## config.mk

```make
export PLATFORM = sky130hd
export DESIGN_NAME = sprite_line_engine_flat
export DESIGN_NICKNAME = d
export VERILOG_FILES = /design/src/rtl/sprite_line_engine_if.sv /design/src/rtl/sprite_line_engine.sv /design/src/flat_wrapper.sv
export SDC_FILE = /design/constraint.sdc
export NUM_CORES = 1
export LEC_CHECK = 0
export CELL_PAD_IN_SITES_DETAIL_PLACEMENT = 0
export CELL_PAD_IN_SITES_GLOBAL_PLACEMENT = 1
export CORE_MARGIN = 10
export CORE_UTILIZATION = 42
export DETAILED_ROUTE_END_ITERATION = 16
export PLACE_DENSITY_LB_ADDON = 0.08
export SLEW_MARGIN = 20
export SYNTH_ARGS = -nofsm -noshare
export SYNTH_HDL_FRONTEND = slang
export SYNTH_SLANG_ARGS = --single-unit
```

## constraint.sdc

```tcl
create_clock -name clk_pix -period 6.1 [get_ports clk_pix]
set_input_delay 0.61 -clock clk_pix [delete_from_list [all_inputs] [get_ports clk_pix]]
set_output_delay 0.61 -clock clk_pix [all_outputs]
set_load 0.03 [all_outputs]
```

## src/rtl/sprite_line_engine_if.sv

```systemverilog
// sprite_line_engine_if: sprite ROM read bus, engine is master, ROM is slave
interface sprite_line_engine_if #(
  parameter int SPR_W = 16,
  parameter int ADDRW = 4
);
  logic             rom_en;
  logic [ADDRW-1:0] rom_addr;
  logic [SPR_W-1:0] rom_data;
  modport master (output rom_en, rom_addr, input rom_data);
  modport slave  (input rom_en, rom_addr, output rom_data);
endinterface

```

## src/rtl/sprite_line_engine.sv

```systemverilog
// sprite_line_engine: fetches one sprite row per active line and shifts it out as pixel coverage
module sprite_line_engine #(
  parameter int CORDW   = 16,
  parameter int SPR_W   = 16,
  parameter int SPR_H   = 16,
  parameter int ADDRW   = 4,
  parameter int ROM_LAT = 1
) (
  input  logic                    clk_pix,
  input  logic                    rst_n,
  input  logic                    frame,
  input  logic                    line,
  input  logic                    de,
  input  logic signed [CORDW-1:0] screen_x,
  input  logic signed [CORDW-1:0] screen_y,
  input  logic signed [CORDW-1:0] spr_x,
  input  logic signed [CORDW-1:0] spr_y,
  input  logic                    spr_en,
  sprite_line_engine_if.master    rom,
  output logic                    pix_on,
  output logic                    pix_de
);
  localparam int CW = $clog2(SPR_W);
  localparam logic signed [CORDW-1:0] SH = CORDW'(SPR_H);
  typedef enum logic [2:0] {IDLE, FETCH, WAIT, READY, DRAW} state_t;
  state_t                  state_q;
  logic signed [CORDW-1:0] sx_l_q, sy_l_q, row;
  logic                    en_l_q, hit, drawing;
  logic [SPR_W-1:0]        bits_q;
  logic [CW-1:0]           cnt_q;
  logic                    rom_en_q, pix_on_q, pix_de_q;
  logic [ADDRW-1:0]        rom_addr_q;
  // a coincident frame pulse latches first, so the line sees the new position
  always_comb begin
    row     = screen_y - (frame ? spr_y : sy_l_q);
    hit     = (frame ? spr_en : en_l_q) && !row[CORDW-1] && row < SH;
    drawing = state_q == DRAW || (state_q == READY && screen_x == sx_l_q);
  end
  always_ff @(posedge clk_pix or negedge rst_n) begin
    if (!rst_n) begin
      state_q    <= IDLE;
      sx_l_q     <= '0;
      sy_l_q     <= '0;
      en_l_q     <= 1'b0;
      bits_q     <= '0;
      cnt_q      <= '0;
      rom_en_q   <= 1'b0;
      rom_addr_q <= '0;
      pix_on_q   <= 1'b0;
      pix_de_q   <= 1'b0;
    end else begin
      pix_de_q <= de;
      pix_on_q <= de && drawing && bits_q[SPR_W-1];
      rom_en_q <= 1'b0;
      if (frame) begin
        sx_l_q <= spr_x;
        sy_l_q <= spr_y;
        en_l_q <= spr_en;
      end
      if (line) begin
        state_q    <= hit ? FETCH : IDLE;
        rom_en_q   <= hit;
        rom_addr_q <= hit ? row[ADDRW-1:0] : rom_addr_q;
        bits_q     <= hit ? bits_q : '0;
      end else begin
        case (state_q)
          FETCH: begin
            cnt_q   <= CW'(ROM_LAT - 1);
            state_q <= WAIT;
          end
          WAIT: begin
            cnt_q   <= cnt_q == '0 ? cnt_q : cnt_q - CW'(1);
            bits_q  <= cnt_q == '0 ? rom.rom_data : bits_q;
            state_q <= cnt_q == '0 ? READY : WAIT;
          end
          // the match cycle emits the leftmost pixel, DRAW emits the remaining SPR_W-1
          READY: if (drawing) begin
            bits_q  <= bits_q << 1;
            cnt_q   <= CW'(SPR_W - 1);
            state_q <= DRAW;
          end
          DRAW: begin
            bits_q  <= cnt_q == CW'(1) ? '0 : bits_q << 1;
            cnt_q   <= cnt_q - CW'(1);
            state_q <= cnt_q == CW'(1) ? IDLE : DRAW;
          end
          default: ;
        endcase
      end
    end
  end
  assign rom.rom_en   = rom_en_q;
  assign rom.rom_addr = rom_addr_q;
  assign pix_on       = pix_on_q;
  assign pix_de       = pix_de_q;
endmodule

```

## src/flat_wrapper.sv

```systemverilog
// flat-port wrapper written by rule: the top's interface ports become plain ports
module sprite_line_engine_flat 
#(
  parameter int CORDW   = 16,
  parameter int SPR_W   = 16,
  parameter int SPR_H   = 16,
  parameter int ADDRW   = 4,
  parameter int ROM_LAT = 1
)
  (clk_pix, rst_n, frame, line, de, screen_x, screen_y, spr_x, spr_y, spr_en, pix_on, pix_de, rom_rom_en, rom_rom_addr, rom_rom_data);
  sprite_line_engine_if #(.SPR_W(SPR_W), .ADDRW(ADDRW)) rom_i ();
  input  logic clk_pix;
  input  logic rst_n;
  input  logic frame;
  input  logic line;
  input  logic de;
  input  logic signed [CORDW-1:0] screen_x;
  input  logic signed [CORDW-1:0] screen_y;
  input  logic signed [CORDW-1:0] spr_x;
  input  logic signed [CORDW-1:0] spr_y;
  input  logic spr_en;
  output logic pix_on;
  output logic pix_de;
  output wire logic [$bits(rom_i.rom_en)-1:0] rom_rom_en;
  output wire logic [$bits(rom_i.rom_addr)-1:0] rom_rom_addr;
  input wire logic [$bits(rom_i.rom_data)-1:0] rom_rom_data;
  assign rom_rom_en = rom_i.rom_en;
  assign rom_rom_addr = rom_i.rom_addr;
  assign rom_i.rom_data = rom_rom_data;
  sprite_line_engine #(.CORDW(CORDW), .SPR_W(SPR_W), .SPR_H(SPR_H), .ADDRW(ADDRW), .ROM_LAT(ROM_LAT)) u_core (.clk_pix(clk_pix), .rst_n(rst_n), .frame(frame), .line(line), .de(de), .screen_x(screen_x), .screen_y(screen_y), .spr_x(spr_x), .spr_y(spr_y), .spr_en(spr_en), .rom(rom_i), .pix_on(pix_on), .pix_de(pix_de));
endmodule
```

==> run_results.csv, run 1 <==
group,metric,value,unit
run_status,outcome,"finished clean",
yosys,ys.flop_type,"dfrtp_1",
yosys,yosys.cell_types.count,64,
sta,finalCriticalPeriod,3.93,ns
detailed_routing,wl,9.43,mm
critical_path,worst-path-max-fanout,16,
global_route,grt_pass1_wl,15.8,mm
sta,tightest_slew,0.994,ns
yosys,syn_inst,359,
yosys,syn_area_per_cell,10.9,um^2
detailed_routing,drc,0,
detailed_routing,ant_nets,0,
floorplanning,core-area,9200,um^2
pwr,pwr-share-clk,30.1,%
sta,hold_violations,0,
sta,setup_viol,0,
cts,ctsRootBufferMaster,"clkbuf_8",
global_route,grt_max_degree,64,
yosys,syn_nets,466,
pwr,p_sw,0.464,mW
critical_path,crit_required,6.32,ns
critical_path,startpoint_type,"primary input",
yosys,synth_top_area_share,40.1,%
cells_and_area,final_common_cell,"clkdlybuf4s50_1",
pwr,leakagePower,2.32,nW
floorplanning,num_io_pins,93,
flow_run,maxCapViolCount,0,
yosys,ys_warn_count,0,
critical_path,crit_chain,"buf_2 > mux2_2 > ha_1 > fa_1 > nand3b_1 > a211oi_1 > o31ai_1 > a21boi_0 > nor4b_4 > nand4b_4 > o31ai_4 > mux2_2",
critical_path,critPathCaptureType,"register",
critical_path,crit_type,"primary input to register",
floorplanning,die_area,13600,um^2
cts,htree_num_levels,3,
detailed_routing,drt-pass1-iter-count,4,
critical_path,crit_arrival,4.15,ns
worst_hold_path,hold_class,"primary input to async pin",
placed_design,pre_cts_slack,1.79,ns
cells_and_area,antenna_cells,0,
placed_design,place.gp.congestion,0.861,
pwr,seqPwrFrac,36.5,%
floorplanning,start_util,42.7,%
yosys,synth_seq_area_share,40.1,%
yosys,yosys.area.top_type,"dfrtp_1",
global_route,grtUsageTotal,14.3,%
cells_and_area,syn_to_final_growth,30.8,%
detailed_routing,wl_per_cell,16.6,um
pwr,intPower,1.04,mW
yosys,synth_area_leaders,"dfrtp_1 (40%), mux2_2 (7.7%), ha_1 (6.4%)",
floorplanning,std_cell_rows,35,
placed_design,dp_hpwl,7.28,mm
cts,cts_hold_buf,0,
cells_and_area,final_core_util,55.9,%
cts,clk-insertion-delay-late,0.34,ns
sta,max_slew_margin,33.7,%
cts,cts_sinks,63,
global_route,grt_pass1_vias,3291,
critical_path,cpPeakStageDelay,0.42,ns
sta,whs,0.416,ns
detailed_routing,num_vias,3028,
yosys,netlist_area,3930,um^2
critical_path,critical_path.top_delay_family,"compound AO/OA/AOI/OAI gates",
critical_path,cpMostUsedCell,"mux2_2",
cells_and_area,multi_input_area,2140,um^2
yosys,synth_edf_count,0,
sta,fin_ws,2.17,ns
sta,fin_skew,0.0156,ns
cells_and_area,most-common-layout-cells,"clkdlybuf4s50_1 (90), dfrtp_1 (63), inv_1 (28)",
cts,cts_tree,"built",
cts,path_clk_slew,0.08,ns
global_route,antenna_found_initial,0,
cells_and_area,fin_nets,559,
detailed_routing,vias_per_cell,5.33,
sta,timing.final.crit_share,64.4,%
cts,cts_buffers,9,
cells_and_area,register_area,1580,um^2
yosys,async_flop_share,100,%
floorplanning,die-width,117,um
cells_and_area,drive_above_1_share,15.5,%
sta,rsz0062_at_grt,"false",
cts,cts_resized,0,
pwr,combPwrFrac,33.5,%
placed_design,placed_area,4890,um^2
pwr,vdd_drop_max,0.116,mV
sta,final.setup.tns,0,ns
yosys,yosys_register_bits,63,
sta,max_freq,255,MHz
pwr,p_sw_share,30.9,%
cts,post-cts-setup-buffers,0,
critical_path,cp_slowest_cell,"mux2_2",
floorplanning,die_h,117,um
critical_path,critPathBufInv,1,
pwr,power_density,292,nW/um^2
detailed_routing,drt_iter0_markers,108,
placed_design,portBuffers,92,
sta,finalMaxSlewViolations,0,
cells_and_area,num-fill-cells,816,
cts,cts_buffer_depth,2,
cells_and_area,design_area,5140,um^2
global_route,overflow,0,
Yosys cell counts (all sizes together), types with 3 or more instances:
library cell and number:
nand4b 3, a31oi 3, a21o 3, dfrtp 63, mux2i 16, nor3 4, nand2 20, xor2 14
or3 3, nor4 4, o21ai 16, a211oi 3, buf 6, mux2 36, inv 28, nand4 5
xnor2 6, nor2 19, ha 20, a21oi 20, clkbuf 7, a22o 15, nand3b 3, o21a 4
worst paths after layout:
path,from,to,slack (ns),cells after the start
setup / recovery,frame,u_core.bits_q[14]$_DFFE_PN0P_,2.17,12
hold / removal,rst_n,u_core.sx_l_q[9]$_DFFE_PN0P_,0.42,2
setup reg to reg,u_core.sy_l_q[0]$_DFF_PN0_,u_core.bits_q[14]$_DFFE_PN0P_,2.60,11
hold reg to reg,u_core.sy_l_q[11]$_DFF_PN0_,u_core.sy_l_q[11]$_DFF_PN0_,0.48,2
max in group asynchronous,rst_n,u_core.sx_l_q[12]$_DFFE_PN0P_,5.12,2
min in group clk_pix,u_core.sy_l_q[11]$_DFF_PN0_,u_core.sy_l_q[11]$_DFF_PN0_,0.48,2
cell families after synthesis:
family                     after synthesis  synth area share (%)
xor gates and xnor gates                21                  5.06
and+or+nand+nor                         73                  10.9
adders and majority gates               21                  6.88
muxes                                   52                  15.2
AOI/OAI and AO/OA                       88                  16.4
DFF                                     63                  40.1
buffers and inverters                   41                  5.44
layer usage:
metal | global-route usage [%] | wire [um] | vias up | part of all wire, %
li1 | - | - | 1494 | -
met1 | 16.4 | 3990 | 1456 | 42
met2 | 25.8 | 4860 | 68 | 52
met3 | 3.54 | 458 | 10 | 4.9
met4 | 3.79 | 125 | 0 | 1.3
met5 | 0 | 0 | - | 0
power by group through the flow:
stage                     logic [mW]  clock network [mW]  registers [mW]
final                          0.502               0.451           0.548
after global routing           0.566               0.481           0.561
after CTS                      0.507               0.462           0.548
after detailed placement       0.505                   0           0.555
after global placement         0.500                   0           0.551
after floorplan                0.379                   0           0.541
sequential cells by signal, indices dropped and copies added (netlist names):
name and flops:
u_core.pix_on 1, u_core.en_l_q 1, u_core.bits_q 16, u_core.state_q 3
u_core.cnt_q 4, u_core.pix_de 1, u_core.rom.rom_en 1, u_core.sy_l_q 16
u_core.rom.rom_addr 4, u_core.sx_l_q 16
metrics by stage:
step | std cells | power [mW]
floorplan | 359 | 0.920
global placement | 552 | 1.05
detailed placement | 552 | 1.06
CTS | 568 | 1.52
global route | 568 | 1.61
finish | 568 | 1.50
area by class of cell:
class / count / area share (%)
multi-input cells: 255 / 41.7
clock inverters: 5 / 2.02
inverters: 28 / 2.04
repair buffers: 95 / 18.2
well taps: 111 / 2.70
flip-flops and latches: 63 / 30.7
clock buffers: 11 / 2.75
Note: power is estimated with default switching activity, not from simulation.
==> run 2: changes to the inputs <==
Settings changed: CORE_UTILIZATION 42 to 39.
Clock period 6.1 ns to 3.8 ns, I/O delays scaled along.
==> run_results.csv, run 2 (synthesis results as in run 1) <==
group,metric,value,unit
run_status,outcome,"finished clean",
global_route,grt_max_degree,35,
sta,whs,0.0788,ns
cells_and_area,final_common_cell,"clkdlybuf4s50_1",
critical_path,rr_worst_depth,13,
sta,hold_violations,0,
pwr,leakagePower,2.43,nW
critical_path,rr_startpoint,"u_core.sy_l_q[0]$_DFF_PN0_",
cells_and_area,syn_to_final_growth,36.2,%
cts,clk-insertion-delay-late,0.34,ns
pwr,combPwrFrac,36.5,%
critical_path,crit_required,4.02,ns
cells_and_area,drive_above_1_share,19.9,%
cts,cts_resized,0,
critical_path,startpoint_type,"primary input",
sta,max_freq,286,MHz
flow_run,maxCapViolCount,0,
critical_path,crit_arrival,3.72,ns
critical_path,rrSetupSlack,0.39,ns
cts,htree_num_levels,3,
placed_design,place.gp.congestion,0.816,
sta,rsz0062_at_grt,"false",
sta,final.setup.tns,0,ns
global_route,grt_pass1_vias,3314,
critical_path,worst-path-max-fanout,9,
cells_and_area,num-fill-cells,890,
cells_and_area,reg.largest.list,"u_core.bits_q (16), u_core.sx_l_q (16), u_core.sy_l_q (16)",
pwr,vdd_drop_max,0.203,mV
placed_design,dp_hpwl,7.75,mm
pwr,power_density,445,nW/um^2
floorplanning,core-area,9770,um^2
sta,finalMaxSlewViolations,0,
global_route,overflow,0,
cts,cts_buffer_depth,2,
detailed_routing,drt-pass1-iter-count,4,
detailed_routing,wl,9.79,mm
cts,cts_hold_buf,0,
critical_path,crit_path_end,"u_core.bits_q[8]$_DFFE_PN0P_",
critical_path,critPathCaptureType,"register",
placed_design,portBuffers,92,
floorplanning,num_io_pins,93,
sta,fin_skew,0.0100,ns
sta,timing.final.crit_share,92.1,%
cts,cts_sinks,63,
sta,max_slew_margin,53.4,%
placed_design,dp_cells,600,
cts,path_clk_slew,0.07,ns
global_route,grtUsageTotal,14.0,%
critical_path,rr_endpoint,"u_core.bits_q[8]$_DFFE_PN0P_",
cts,ctsRootBufferMaster,"clkbuf_8",
floorplanning,die_area,14500,um^2
pwr,pwr-share-clk,26.7,%
cells_and_area,most-common-layout-cells,"clkdlybuf4s50_1 (90), dfrtp_1 (63), inv_1 (28)",
pwr,fin_total_pwr,2.38,mW
detailed_routing,vias_per_cell,5.03,
floorplanning,start_util,40.2,%
cts,cts_buffers,9,
pwr,p_sw_share,31.8,%
floorplanning,std_cell_rows,36,
pwr,intPower,1.63,mW
detailed_routing,drt_iter0_markers,109,
cells_and_area,fin_nets,585,
detailed_routing,ant_nets,0,
global_route,antenna_found_initial,0,
floorplanning,die-width,120,um
pwr,seqPwrFrac,36.8,%
cts,cts_tree,"built",
cells_and_area,final_cells,616,
pwr,p_sw,0.757,mW
detailed_routing,wl_per_cell,15.9,um
floorplanning,die_h,120,um
critical_path,cp-startpoint,"spr_y[0]",
cells_and_area,antenna_cells,0,
detailed_routing,drc,0,
cts,post-cts-setup-buffers,0,
critical_path,crit_type,"primary input to register",
global_route,grt_pass1_wl,16.5,mm
sta,tightest_slew,0.699,ns
sta,finalCriticalPeriod,3.50,ns
detailed_routing,num_vias,3099,
sta,setup_viol,0,
worst_hold_path,hold_class,"primary input to async pin",
-- run 2: power groups by stage --
stage | registers (mW) | logic, mW | clock network, mW
after floorplan | 0.869 | 0.608 | 0
after global placement | 0.885 | 0.863 | 0
after detailed placement | 0.888 | 0.872 | 0
after CTS | 0.876 | 0.875 | 0.660
after global routing | 0.895 | 0.964 | 0.685
final | 0.877 | 0.869 | 0.636
-- run 2: per-layer routing --
metal / global-route usage, % / wire length (um) / vias up
li1: - / - / 1546
met1: 16.7 / 4430 / 1479
met2: 24.5 / 4970 / 64
met3: 2.84 / 285 / 10
met4: 4.52 / 111 / 0
met5: 0 / 0 / -
-- run 2: critical path, stage by stage --
cell and delay, ns:
clkdlybuf4s50_1 0.40, mux2_2 0.28, ha_1 0.21, fa_1 0.40, nand3b_1 0.20, buf_4 0.15
a221oi_1 0.24, a41o_2 0.17, nand4_2 0.12, nor4b_4 0.33, nand4b_4 0.16, o31ai_4 0.18
buf_4 0.22, mux2_4 0.28
-- run 2: how the worst min path moves through the flow --
| stage | from | end | slack, ns |
|---|---|---|---|
| floorplan | rst_n | u_core.bits_q[0]$_DFFE_PN0P_ | 0.08 |
| global placement | u_core.rom.rom_addr[1]$_DFFE_PN0P_ | u_core.rom.rom_addr[1]$_DFFE_PN0P_ | 0.46 |
| detailed placement | rst_n | u_core.sx_l_q[6]$_DFFE_PN0P_ | 0.47 |
| CTS | rst_n | u_core.sx_l_q[6]$_DFFE_PN0P_ | 0.1 |
| global route | rst_n | u_core.sx_l_q[6]$_DFFE_PN0P_ | 0.12 |
| finish | rst_n | u_core.sx_l_q[6]$_DFFE_PN0P_ | 0.08 |
-- run 2: area by class of cell --
type,instances,area (um^2),share of cell area [%]
sequential,63,1580,29.4
timing repair buffer,121,1150,21.5
multi-input combinational,255,2140,40.0
clock inverter,6,85.1,1.59
tap,133,166,3.11
clock buffer,10,128,2.38
inverter,28,105,1.96
-- run 2: metrics by stage --
stage	setup WS (ns)	instance area [um^2]	utilization [%]
6_report	0.302	5350	54.8
3_5_place_dp	-0.0425	5140	52.6
5_1_grt	0.113	5350	54.8
3_3_place_gp	0.0114	5140	52.6
4_1_cts	0.324	5350	54.8
2_1_floorplan	0.0592	3930	-
==> run 3: changes to the inputs <==
Settings changed: CORE_UTILIZATION 39 to 35, CTS_CLUSTER_DIAMETER set to 200.
==> run_results.csv, run 3 (synthesis results as in run 1) <==
group,metric,value,unit
cells_and_area,final_core_util,51.0,%
cts,cts_tree,"built",
cts,cts_buffers,9,
cells_and_area,final_cells,633,
floorplanning,die-width,126,um
cells_and_area,antenna_cells,0,
critical_path,crit_chain,"clkdlybuf4s50_1 > mux2_2 > ha_1 > fa_1 > nand3b_1 > a211oi_1 > buf_4 > o21ai_0 > a21boi_0 > nor4b_4 > nand4b_4 > o31ai_4 > buf_12 > mux2_4",
global_route,overflow,0,
global_route,grt_pass1_vias,3254,
placed_design,portBuffers,92,
sta,finalCriticalPeriod,3.55,ns
sta,timing.final.crit_share,93.5,%
sta,max_slew_margin,51.8,%
cts,htree_num_levels,3,
cts,cts_resized,0,
critical_path,startpoint_type,"primary input",
pwr,fin_total_pwr,2.68,mW
critical_path,worst-path-max-fanout,9,
detailed_routing,ant_nets,0,
global_route,grt_pass1_wl,16.7,mm
cts,post-cts-setup-buffers,0,
sta,tightest_slew,0.723,ns
floorplanning,num_io_pins,93,
detailed_routing,num_vias,3135,
pwr,power_density,480,nW/um^2
floorplanning,core-area,10900,um^2
floorplanning,die_h,126,um
detailed_routing,drc,0,
critical_path,critPathCaptureType,"register",
detailed_routing,vias_per_cell,4.95,
cts,path_clk_slew,0.06,ns
floorplanning,die_area,15900,um^2
pwr,leakagePower,2.54,nW
pwr,vdd_drop_max,0.233,mV
worst_hold_path,hold_class,"primary input to async pin",
cts,clk-insertion-delay-late,0.32,ns
cells_and_area,design_area,5570,um^2
critical_path,critPathBufInv,3,
cells_and_area,final_common_cell,"clkdlybuf4s50_1",
placed_design,dp_hpwl,7.99,mm
cells_and_area,syn_to_final_growth,41.8,%
placed_design,place.gp.congestion,0.802,
global_route,grtUsageTotal,12.7,%
cells_and_area,most-common-layout-cells,"clkdlybuf4s50_1 (90), dfrtp_1 (63), buf_4 (37)",
cells_and_area,reg.largest.list,"u_core.bits_q (16), u_core.sx_l_q (16), u_core.sy_l_q (16)",
detailed_routing,wl,10.1,mm
sta,fin_skew,0.00528,ns
detailed_routing,wl_per_cell,15.9,um
cells_and_area,num-fill-cells,999,
cts,cts_hold_buf,0,
floorplanning,start_util,35.9,%
run_status,outcome,"finished clean",
placed_design,dp_cells,617,
sta,finalMaxSlewViolations,0,
cells_and_area,fin_nets,595,
sta,setup_viol,0,
global_route,antenna_found_initial,0,
critical_path,cpPeakStageDelay,0.40,ns
sta,hold_violations,0,
sta,rsz0062_at_grt,"false",
global_route,grt_max_degree,45,
critical_path,cp_slowest_cell,"fa_1",
cts,cts_buffer_depth,2,
critical_path,crit_arrival,3.76,ns
cts,ctsRootBufferMaster,"clkbuf_16",
cells_and_area,drive_above_1_share,21.9,%
critical_path,crit_required,4.01,ns
floorplanning,std_cell_rows,38,
critical_path,critical_path.top_delay_family,"compound AO/OA/AOI/OAI gates",
critical_path,crit_type,"primary input to register",
flow_run,maxCapViolCount,0,
detailed_routing,drt-pass1-iter-count,4,
placed_design,placed_area,5240,um^2
cts,cts_sinks,63,
detailed_routing,drt_iter0_markers,210,
sta,max_freq,282,MHz
## run 3: changes by cell type in the layout (fill, tap and decap cells not counted), moves of 2 or more
cell / delta
buf_4: +10
clkbuf_16: +9
clkbuf_8: -8
clkinv_2: -2
## run 3: area by class of cell
cell class / instances / area, um^2 / share of cell area, %
Inverter: 28 / 105 / 1.89
Timing Repair Buffer: 131 / 1240 / 22.3
Tap cell: 140 / 175 / 3.14
Clock inverter: 6 / 91.3 / 1.64
Clock buffer: 10 / 239 / 4.29
Multi-Input combinational cell: 255 / 2140 / 38.5
Sequential cell: 63 / 1580 / 28.3
## run 3: through the flow
step,worst slack (ns),hold slack [ns],setup TNS (ns)
2_1_floorplan,0.0592,0.0844,0
3_3_place_gp,-0.0169,0.467,-0.129
3_5_place_dp,-0.0714,0.474,-0.599
4_1_cts,0.246,0.260,0
5_1_grt,0.0296,0.0869,0
6_report,0.249,0.0327,0
## run 3: per-layer routing
layer | vias up | global-route usage (%) | routed length (um)
met5 | - | 0 | 0
met4 | 0 | 3.95 | 93
met3 | 8 | 3.15 | 452
met2 | 92 | 19.5 | 4570
met1 | 1463 | 17.2 | 4950
li1 | 1572 | - | -
## run 3: worst reg2reg max path, cell delays in order (launching register included)
cell and delay, ns:
dfrtp_1 0.36, mux2_2 0.27, ha_1 0.22, fa_1 0.40
nand3b_1 0.20, a211oi_1 0.34, buf_4 0.18, o21ai_0 0.07
a21boi_0 0.39, nor4b_4 0.11, nand4b_4 0.16, o31ai_4 0.15
buf_12 0.20, mux2_4 0.29
## run 3: where the power goes
group / switching, mW / internal (mW)
logic: 0.413 / 0.476
registers: 0.0815 / 0.799
clock network: 0.314 / 0.594
## run 3: worst paths after layout
check | depth (start not counted) | from | end | slack, ns
worst max-delay path | 14 | spr_y[0] | u_core.bits_q[4]$_DFFE_PN0P_ | 0.25
worst min-delay path | 1 | rst_n | u_core.sx_l_q[6]$_DFFE_PN0P_ | 0.03
worst max register to register | 13 | u_core.sy_l_q[0]$_DFF_PN0_ | u_core.bits_q[4]$_DFFE_PN0P_ | 0.35
worst min register to register | 2 | u_core.sy_l_q[9]$_DFF_PN0_ | u_core.sy_l_q[9]$_DFF_PN0_ | 0.48
max in group asynchronous | 2 | rst_n | u_core.bits_q[1]$_DFFE_PN0P_ | 3.04
min in group clk_pix | 2 | frame | u_core.sy_l_q[0]$_DFF_PN0_ | 0.43
